## config.mk

```make
export PLATFORM = sky130hd
export DESIGN_NAME = timer_key_loader_flat
export DESIGN_NICKNAME = d
export VERILOG_FILES = /design/src/rtl/timer_key_loader_if.sv /design/src/rtl/timer_key_loader.sv /design/src/flat_wrapper.sv
export SDC_FILE = /design/constraint.sdc
export NUM_CORES = 1
export LEC_CHECK = 0
export ABC_AREA = 1
export BUFFER_PORTS_ARGS = -buffer_cell sky130_fd_sc_hd__buf_2
export CAP_MARGIN = 20
export CORE_MARGIN = 2
export CORE_UTILIZATION = 40
export DETAILED_ROUTE_END_ITERATION = 16
export HOLD_SLACK_MARGIN = 0.15
export PLACE_DENSITY = 0.64
export SLEW_MARGIN = 20
export SYNTH_ARGS = -nofsm -noshare
export SYNTH_HDL_FRONTEND = slang
export SYNTH_SLANG_ARGS = --single-unit
```

## constraint.sdc

```tcl
create_clock -name clock -period 1.6 [get_ports clock]
set_input_delay 0.32 -clock clock [delete_from_list [all_inputs] [get_ports clock]]
set_output_delay 0.32 -clock clock [all_outputs]
set_load 0.01 [all_outputs]
```

## src/rtl/timer_key_loader_if.sv

```systemverilog
// Keypad/counter-side bundle for timer_key_loader: key strobes and start/cancel/enable in,
// BCD load data, load strobe and entry status out.
interface timer_key_loader_if;
    logic       key_valid;
    logic [3:0] key_data;
    logic       startn;
    logic       cancel;
    logic       en;
    logic [3:0] sec_ones;
    logic [3:0] sec_tens;
    logic [3:0] mins;
    logic       loadn;
    logic [1:0] digit_count;
    logic       full;
    logic       err;

    modport master (
        output key_valid, key_data, startn, cancel, en,
        input  sec_ones, sec_tens, mins, loadn, digit_count, full, err
    );

    modport slave (
        input  key_valid, key_data, startn, cancel, en,
        output sec_ones, sec_tens, mins, loadn, digit_count, full, err
    );
endinterface

```

## src/rtl/timer_key_loader.sv

```systemverilog
// Collects keypad digits into an M:SS buffer, validates the seconds-tens digit and
// drives the active-low parallel load of the countdown counter chain.
module timer_key_loader #(
    parameter int MAX_TENS    = 5,
    parameter int LOAD_CYCLES = 1
) (
    input logic                clock,
    input logic                clearn,
    timer_key_loader_if.slave  bus
);
    typedef enum logic [1:0] {IDLE, ENTRY, LOAD, WAIT_RUN} state_t;

    localparam logic [1:0] LOAD_INIT  = 2'(LOAD_CYCLES - 1);
    localparam logic [3:0] TENS_LIMIT = 4'(MAX_TENS);

    state_t     state;
    logic [1:0] load_cnt;
    logic       startn_q;
    logic       start_edge;

    // A held startn counts as one request, so an illegal start raises err only once.
    assign start_edge = !bus.startn && startn_q;
    assign bus.full   = (bus.digit_count == 2'd3);

    always_ff @(posedge clock or negedge clearn) begin
        if (!clearn) begin
            state           <= IDLE;
            load_cnt        <= 2'd0;
            startn_q        <= 1'b1;
            bus.sec_ones    <= 4'd0;
            bus.sec_tens    <= 4'd0;
            bus.mins        <= 4'd0;
            bus.loadn       <= 1'b1;
            bus.digit_count <= 2'd0;
            bus.err         <= 1'b0;
        end else begin
            startn_q <= bus.startn;
            bus.err  <= 1'b0;
            if (bus.cancel) begin
                bus.sec_ones    <= 4'd0;
                bus.sec_tens    <= 4'd0;
                bus.mins        <= 4'd0;
                bus.digit_count <= 2'd0;
                bus.loadn       <= 1'b1;
                state           <= bus.en ? WAIT_RUN : IDLE;
            end else begin
                case (state)
                    IDLE, ENTRY: begin
                        if (!bus.en) begin
                            if (state == ENTRY && start_edge) begin
                                if (bus.sec_tens > TENS_LIMIT) begin
                                    bus.err <= 1'b1;
                                end else begin
                                    state     <= LOAD;
                                    bus.loadn <= 1'b0;
                                    load_cnt  <= LOAD_INIT;
                                end
                            end else if (bus.key_valid) begin
                                if (bus.key_data > 4'd9 || bus.full) begin
                                    bus.err <= 1'b1;
                                end else begin
                                    bus.mins        <= bus.sec_tens;
                                    bus.sec_tens    <= bus.sec_ones;
                                    bus.sec_ones    <= bus.key_data;
                                    bus.digit_count <= bus.digit_count + 2'd1;
                                    state           <= ENTRY;
                                end
                            end
                        end
                    end
                    LOAD: begin
                        // Counters ignore load while enabled, so en aborts the strobe early.
                        if (bus.en || load_cnt == 2'd0) begin
                            bus.loadn       <= 1'b1;
                            bus.sec_ones    <= 4'd0;
                            bus.sec_tens    <= 4'd0;
                            bus.mins        <= 4'd0;
                            bus.digit_count <= 2'd0;
                            state           <= bus.en ? WAIT_RUN : IDLE;
                        end else begin
                            load_cnt <= load_cnt - 2'd1;
                        end
                    end
                    WAIT_RUN: begin
                        if (!bus.en) state <= IDLE;
                    end
                    default: state <= IDLE;
                endcase
            end
        end
    end
endmodule
```

## src/flat_wrapper.sv

```systemverilog
// flat-port wrapper written by rule: the top's interface ports become plain ports
module timer_key_loader_flat 
#(
    parameter int MAX_TENS    = 5,
    parameter int LOAD_CYCLES = 1
)
  (clock, clearn, bus_key_valid, bus_key_data, bus_startn, bus_cancel, bus_en, bus_sec_ones, bus_sec_tens, bus_mins, bus_loadn, bus_digit_count, bus_full, bus_err);
  timer_key_loader_if bus_i ();
  input logic clock;
  input logic clearn;
  input wire logic [$bits(bus_i.key_valid)-1:0] bus_key_valid;
  input wire logic [$bits(bus_i.key_data)-1:0] bus_key_data;
  input wire logic [$bits(bus_i.startn)-1:0] bus_startn;
  input wire logic [$bits(bus_i.cancel)-1:0] bus_cancel;
  input wire logic [$bits(bus_i.en)-1:0] bus_en;
  output wire logic [$bits(bus_i.sec_ones)-1:0] bus_sec_ones;
  output wire logic [$bits(bus_i.sec_tens)-1:0] bus_sec_tens;
  output wire logic [$bits(bus_i.mins)-1:0] bus_mins;
  output wire logic [$bits(bus_i.loadn)-1:0] bus_loadn;
  output wire logic [$bits(bus_i.digit_count)-1:0] bus_digit_count;
  output wire logic [$bits(bus_i.full)-1:0] bus_full;
  output wire logic [$bits(bus_i.err)-1:0] bus_err;
  assign bus_i.key_valid = bus_key_valid;
  assign bus_i.key_data = bus_key_data;
  assign bus_i.startn = bus_startn;
  assign bus_i.cancel = bus_cancel;
  assign bus_i.en = bus_en;
  assign bus_sec_ones = bus_i.sec_ones;
  assign bus_sec_tens = bus_i.sec_tens;
  assign bus_mins = bus_i.mins;
  assign bus_loadn = bus_i.loadn;
  assign bus_digit_count = bus_i.digit_count;
  assign bus_full = bus_i.full;
  assign bus_err = bus_i.err;
  timer_key_loader #(.MAX_TENS(MAX_TENS), .LOAD_CYCLES(LOAD_CYCLES)) u_core (.clock(clock), .clearn(clearn), .bus(bus_i));
endmodule
```

# After elaboration in Yosys (flattened, before gate mapping)
# Index checks and enable logic that the tools add are counted.
# totals
regBits	21
in_bits	10
out_inout_bits	17
elab_cells	101
# classes
addsub	2
order_cmp	2
eq_ne	19
muxes	54
n_bitwise	1
n_reduce_logical	14
# ops
op	n
$mux 4	16
$mux 2	19
$pmux 4 s2	3
$ne 3x3->1 const B	6
$reduce_and 6->1	3
$mux 1	12
$ne 4x3->1 const B	2
$pmux 2 s2	2
$eq 2x2->1 const B	3
$ne 2x2->1 const B	3
$ne 3x2->1 const B	2
$pmux 2 s3	1
$reduce_and 5->1	1
$gt 4x3->1 const B	1
$gt 4x4->1 const B	1
$logic_not 2->1	2
$ne 4x4->1 const B	1
$reduce_bool 3->1	1
$add 2x1->2 const B	1
$eq 2x1->1 const B	1
$logic_and 1x1->1	2
$logic_or 1x1->1	2
$ne 2x1->1 const B	1
$pmux 1 s2	1
5 further kinds	5

# Logic depth before layout (Yosys ltp)
# Gate-level depths: netlist of the first run.
# depth
ltp_word	8
depth_mapped	10
mapped_depth_nobuf	9

# Least setup slack after synthesis of the first run
# OpenSTA, ideal clock, no wires.
# synth_path
path_kind	register to register
from	reg u_core.bus.digit_count[0]
to	reg u_core.bus.digit_count[0]
setup_time_ns	0.065
t_arrival_ns	1.352
required_ns	1.535
slack_ns	0.183
path_stages_with_launch	8
n_path_buf	1
synth_period_minus_slack_ns	1.417
cell_sequence	dfrtp_1 ha_1 inv_1 nand3_1 nand2_1 buf_2 nand3_1 nand2_1
# synth_via
word_cells_on_any_way	11
cone_classes	add/sub: 1; eq/ne: 2; mux: 6; reduce/logical: 2
# synth_lines
element	line	source
start, declared	timer_key_loader_if.sv:24	output sec_ones, sec_tens, mins, loadn, digit_count, full, err
start signal, assigned	timer_key_loader.sv:65	bus.digit_count <= bus.digit_count + 2'd1;
$eq 2x2->1	timer_key_loader.sv:23	assign bus.full = (bus.digit_count == 2'd3);
named net bus_full	flat_wrapper.sv:21	output wire logic [$bits(bus_i.full)-1:0] bus_full;
$logic_or 1x1->1	timer_key_loader.sv:59	if (bus.key_data > 4'd9 || bus.full) begin
$ne 3x3->1 (no source line)	--	
$reduce_and 6->1 (no source line)	--	
# The timed path passes the listed nets, and every way through them passes these cells. The select of a mux whose other input is x is not followed.
# A chain may end at the register's enable or synchronous reset.

# Worst setup path in the final report of the first run
# layout_path
from	in bus_startn
to	reg u_core.bus.sec_ones[2]
# layout_via
elab_chain_cells	5
# layout_rtl
element	line	source
start, declared	flat_wrapper.sv:13	input wire logic [$bits(bus_i.startn)-1:0] bus_startn;
$logic_not 1->1	timer_key_loader.sv:22	assign start_edge = !bus.startn && startn_q;
$logic_and 1x1->1	timer_key_loader.sv:22	
$logic_and 1x1->1	timer_key_loader.sv:50	if (state == ENTRY && start_edge) begin
$ne 3x3->1 (no source line)	--	
$reduce_and 6->1 (no source line)	--	
end signal, assigned	timer_key_loader.sv:64	bus.sec_ones <= bus.key_data;
end, declared	timer_key_loader_if.sv:24	
# No other way between the ends.

==> results.yml, run 1 <==
finish:
  fin_util_pct: 50.7
  nNetsFinal: 210
  drive_above_1_share_pct: 23.9
  area_growth_pct: 19.5
  diodes: 0
  nFillCells: 297
synthesis:
  synth.cell_area_um2: 1180
  syn_area_per_cell_um2: 7.15
  yosys.cell_types.count: 19
  synth_top_cell_by_area: "dfrtp_1"
  synth_nets: 177
  synth_seq_area_share_pct: 44.8
  yosysTopAreaCellShare_pct: 40.3
  synthTopCellsByArea: "dfrtp_1 40%, nand2_1 17%, nand3_1 8.9%, inv_1 8.0%, nor2_1 7.3%"
  synthCells: 165
  synth_edf_count: 0
  ys_warn_count: 0
  ys_ff_latch: 21
  synth_flop_cell: "dfrtp_1"
  async_flop_share_pct: 100
floorplanning:
  fp.dieW_um: 58.3
  start_util_pct: 42.4
  ios: 27
  fp.dieH_um: 58.3
  placementRows: 19
  dieArea_um2: 3400
  core_area_um2: 2780
cts:
  clock_path_buffers: 2
  worstSkewPairLatency_ns: 0.31
  tritoncts: "yes"
  cts_setup_buffers: 0
  clock_sinks: 21
  clk_pin_slew_ns: 0.13
  cts_htree_levels: 1
  cts_root_buf: "clkbuf_4"
  numCtsBuffers: 3
worst_setup_path:
  reg2reg_depth: 9
  critPathKind: "in -> reg"
  r2r_start: "u_core.load_cnt[0]"
  cp.arrival_ns: 1.70
  crit_fanout: 9
  critPathLaunchType: "input pin"
  critPathRequiredTime_ns: 1.81
  crit_start: "bus_startn"
  setup.worst_path.end_class: "flop"
sta:
  tightest_slew_ns: 0.484
  hold_viol_final: 0
  post-route-period-util_pct: 92.7
  period_minus_slack_ns: 1.48
  rsz0062_at_grt: "no"
  max_slew_margin_pct: 67.7
  fin_skew_ns: 0.00997
  setup_tns_ns: 0
  report.final.slew_viol_count: 0
  fmax_ghz: 0.674
  setup_violations: 0
worst_hold_path:
  worstHoldPathType: "in -> reg"
  hold_depth: 4
  min_from: "bus_en"
placement:
  gp_congestion: 0.863
  hpwl_mm: 1.88
  port_buffers: 26
pwr:
  ir_drop_v: 0.000803
  p_leak_nw: 0.829
  pwr_density_cell_nw_per_um2: 1410
drt:
  wl_per_cell_um: 11.1
  drt_iter0_markers: 25
  ant_nets: 0
  post_drt_via_cell_ratio: 4.78
  wl_mm: 2.52
  routed-via-count: 1089
  drc_errors: 0
  drt_first_pass_iters: 4
global_routing:
  grt_pass1_wl_mm: 4.36
  grt_max_degree: 22
  grt_pass1_vias: 988
  track_usage_pct: 16.7
  grt-ovfl-total: 0
  grt_antenna_before_repair: 0
run:
  cap_violations: 0
run_status:
  status: "completed"
## timing repair
item	CTS	global route
hold buffers	2	0
endpoints found under the hold margin	20	0
resized for setup	0	4
setup endpoints to repair	0	15
## power by group
group          switching [mW]  internal [mW]  total, mW  leakage [nW]
sequential              0.147          0.701      0.848         0.276
combinational           0.543          0.336      0.879         0.536
clock                   0.173         0.0935      0.266        0.0177
## path summary, 6_finish.rpt
kind,endpoint,slack [ns]
max reg2reg,u_core.bus.mins[2],0.16
min,u_core.bus.loadn,0.33
min reg2reg,u_core.bus.loadn,0.47
min in group asynchronous,u_core.load_cnt[1],0.48
max,u_core.bus.sec_ones[2],0.12
max in group asynchronous,u_core.startn_q,0.77
## cell families (layout without fill, tap and decap cells)
| kind of cell | after synthesis | count (layout) | synth area share, % |
|---|---|---|---|
| buf+inv | 30 | 62 | 10.7 |
| flops | 21 | 21 | 44.8 |
| fa+ha+maj | 2 | 2 | 2.12 |
| compound gates | 9 | 9 | 4.45 |
| simple gates | 103 | 103 | 38.0 |
## area by class of cell
cell class                 instances  area [µm²]  area share, %
inverter                          26        97.6           6.92
tap                               31        38.8           2.75
multi-input combinational        114         538           38.2
timing repair buffer              32         180           12.8
sequential                        21         528           37.4
clock buffer                       3        22.5           1.60
clock inverter                     1        5.00          0.355
## cell usage after synthesis (2+ instances only)
cell,number
inv_1,25
ha_1,2
dfrtp_1,19
buf_2,2
dfstp_2,2
nand3_2,2
o21ai_0,7
nor2_2,2
nand2_1,52
nand3_1,21
nor2_1,23
## cell usage in the layout (no fill, tap or decap), drive strengths merged
| cell type | synthesis | layout |
|---|---|---|
| a21oi | 1 | 1 |
| buf | 4 | 30 |
| clkbuf | 0 | 3 |
| clkinv | 0 | 1 |
| dfrtp | 19 | 19 |
| dfstp | 2 | 2 |
| dlygate4sd3 | 0 | 2 |
| ha | 2 | 2 |
| inv | 26 | 26 |
| nand2 | 54 | 54 |
| nand3 | 23 | 23 |
| nor2 | 26 | 26 |
| o21ai | 8 | 8 |
## stage by stage
step / area (µm²) / power [mW] / instances / hold WS [ns] / setup slack (ns)
3_3_place_gp: 1350 / 1.70 / 222 / 0.302 / 0.172
4_1_cts: 1400 / 2.00 / 228 / 0.319 / 0.0465
2_1_floorplan: 1180 / 1.45 / 165 / 0.0244 / 0.183
5_1_grt: 1410 / 2.19 / 228 / 0.340 / 0.00115
6_report: 1410 / 1.99 / 228 / 0.329 / 0.117
3_5_place_dp: 1350 / 1.72 / 222 / 0.308 / 0.135
## routing by layer
metal / track usage [%] / wire [µm] / vias up
li1: - / - / 569
met1: 22.5 / 1230 / 493
met2: 27.3 / 1150 / 22
met3: 1.98 / 103 / 5
met4: 6.98 / 44 / 0
met5: 0 / 0 / -
## flip-flops by register name (all words and copies together) (netlist names)
register,count
u_core.bus.mins,4
u_core.bus.sec_ones,4
u_core.bus.sec_tens,4
u_core.bus.digit_count,2
u_core.load_cnt,2
u_core.state,2
u_core.bus.err,1
u_core.bus.loadn,1
u_core.startn_q,1
## critical path, cell delays in order
cell,delay [ns]
dlygate4sd3_1,0.53
buf_2,0.13
inv_1,0.06
nand3_2,0.09
nand3_1,0.15
nand2_4,0.10
buf_4,0.18
nand3_1,0.09
nand2_1,0.05
Power figures use the tool's default switching activity.
==> run 2, diff against run 1 <==
==> constraint.sdc (replaced) <==
create_clock -name clock -period 1.6 [get_ports clock]
set_input_delay 0.24 -clock clock [delete_from_list [all_inputs] [get_ports clock]]
set_output_delay 0.24 -clock clock [all_outputs]
set_load 0.01 [all_outputs]
==> results.yml, run 2 (synthesis gave the netlist of run 1 again) <==
run_status:
  status: "completed"
floorplanning:
  dieArea_um2: 3400
  placementRows: 19
  fp.dieW_um: 58.3
  ios: 27
  core_area_um2: 2780
  fp.dieH_um: 58.3
  start_util_pct: 42.4
sta:
  fin_skew_ns: 0.00690
  post-route-period-util_pct: 90.1
  fmax_ghz: 0.693
  hold_viol_final: 0
  tightest_slew_ns: 0.489
  setup_tns_ns: 0
  hold_slack_ns: 0.255
  max_slew_margin_pct: 67.4
  period_minus_slack_ns: 1.44
  setup_violations: 0
  rsz0062_at_grt: "no"
  report.final.slew_viol_count: 0
pwr:
  swShare_pct: 42.9
  pwr_density_cell_nw_per_um2: 1410
  ir_drop_v: 0.000893
  p_leak_nw: 0.815
  comb_power_share_pct: 43.9
  intPower_mw: 1.12
  switching_power_mw: 0.844
  clkPwrFrac_pct: 13.2
  seqPwrFrac_pct: 43.0
drt:
  wl_mm: 2.55
  routed-via-count: 1080
  ant_nets: 0
  post_drt_via_cell_ratio: 4.76
  wl_per_cell_um: 11.2
  drc_errors: 0
  drt_iter0_markers: 51
  drt_first_pass_iters: 5
cts:
  numCtsBuffers: 3
  cts_root_buf: "clkbuf_4"
  worstSkewPairLatency_ns: 0.30
  tritoncts: "yes"
  cts_setup_buffers: 0
  clock_sinks: 21
  cts_htree_levels: 1
  clock_path_buffers: 2
  clk_pin_slew_ns: 0.12
finish:
  nFillCells: 291
  fin_util_pct: 50.0
  drive_above_1_share_pct: 23.0
  reg_top3: "u_core.bus.mins x4, u_core.bus.sec_ones x4, u_core.bus.sec_tens x4"
  final_cell_mix: "51 x nand2_1, 26 x buf_2, 25 x inv_1, 23 x nor2_1, 21 x nand3_1"
  final_common_cell: "nand2_1"
  area_growth_pct: 17.9
  nNetsFinal: 209
  diodes: 0
  fin_area_um2: 1390
  finalNonFillerCells: 227
global_routing:
  grt_antenna_before_repair: 0
  grt-ovfl-total: 0
  grt_max_degree: 22
  track_usage_pct: 17.2
  grt_pass1_vias: 1048
  grt_pass1_wl_mm: 4.53
worst_setup_path:
  cp.arrival_ns: 1.64
  r2r_slack_ns: 0.16
  crit_fanout: 11
  crit_start: "u_core.state[1]"
  critPathKind: "reg -> reg"
  setup.worst_path.end_class: "flop"
  r2r_end: "u_core.bus.sec_ones[1]"
  r2r_start: "u_core.state[1]"
  reg2reg_depth: 7
  critPathLaunchType: "flop"
  critPathRequiredTime_ns: 1.80
worst_hold_path:
  min_from: "bus_en"
  worstHoldPathType: "in -> reg"
  hold_depth: 4
  whs_endpoint: "u_core.bus.loadn"
run:
  cap_violations: 0
placement:
  dp_cells: 221
  hpwl_mm: 1.94
  port_buffers: 26
  placed_area_um2: 1340
  gp_congestion: 0.904
## run 2: cell types whose count changed in the layout (fill, tap and decap cells not counted), sizes merged
cell and change:
clkbuf +1, buf -1, clkinv -1
## run 2: what timing repair did
| item | in CTS | in global routing |
|---|---|---|
| setup endpoints to repair | 0 | 12 |
| hold buffers | 2 | 0 |
| resized for setup | 0 | 1 |
| endpoints found under the hold margin | 20 | 0 |
## run 2: layout make-up
type / count / area, µm² / area share, %
Timing Repair Buffer: 31 / 173 / 12.4
Inverter: 26 / 97.6 / 7.01
Clock buffer: 4 / 26.3 / 1.89
Tap cell: 31 / 38.8 / 2.79
Sequential cell: 21 / 528 / 37.9
Multi-Input combinational cell: 114 / 528 / 37.9
## run 2: power by group through the flow
stage | Combinational [mW] | Sequential, mW | Clock (mW)
finish | 0.863 | 0.845 | 0.259
global placement | 0.860 | 0.845 | 0
floorplan | 0.558 | 0.891 | 0
CTS | 0.872 | 0.844 | 0.274
global route | 1.00 | 0.874 | 0.294
detailed placement | 0.864 | 0.854 | 0
## run 2: routing by layer
layer / global-route usage, % / share of wire [%]
met1: 24.1 / 51
met2: 25.5 / 44
met3: 4.62 / 4.8
met4: 6.64 / 0.63
met5: 0 / 0
## run 2: worst max-delay path: stages, from the launching register on
cell and delay, ns:
dfrtp_1 0.45, nor2_2 0.21, inv_1 0.11, a21oi_2 0.17, nor2_4 0.08, buf_4 0.17
nand3_1 0.08, nand2_1 0.06
## run 2: worst max path at each step
stage          slack [ns]                   endpoint  depth (start not counted)
2_1_floorplan        0.18  u_core.bus.digit_count[0]                          7
3_3_place_gp         0.20     u_core.bus.sec_ones[0]                          9
3_5_place_dp         0.17     u_core.bus.sec_ones[0]                          7
4_1_cts              0.12     u_core.bus.sec_ones[0]                          7
5_1_grt              0.02     u_core.bus.sec_tens[0]                          7
6_report             0.16     u_core.bus.sec_ones[1]                          7
## run 2: per-stage QoR
stage / setup slack [ns] / power, mW
final: 0.158 / 1.97
after global routing: 0.0220 / 2.17
after CTS: 0.124 / 1.99
after detailed placement: 0.166 / 1.72
after global placement: 0.201 / 1.70
after floorplan: 0.183 / 1.45
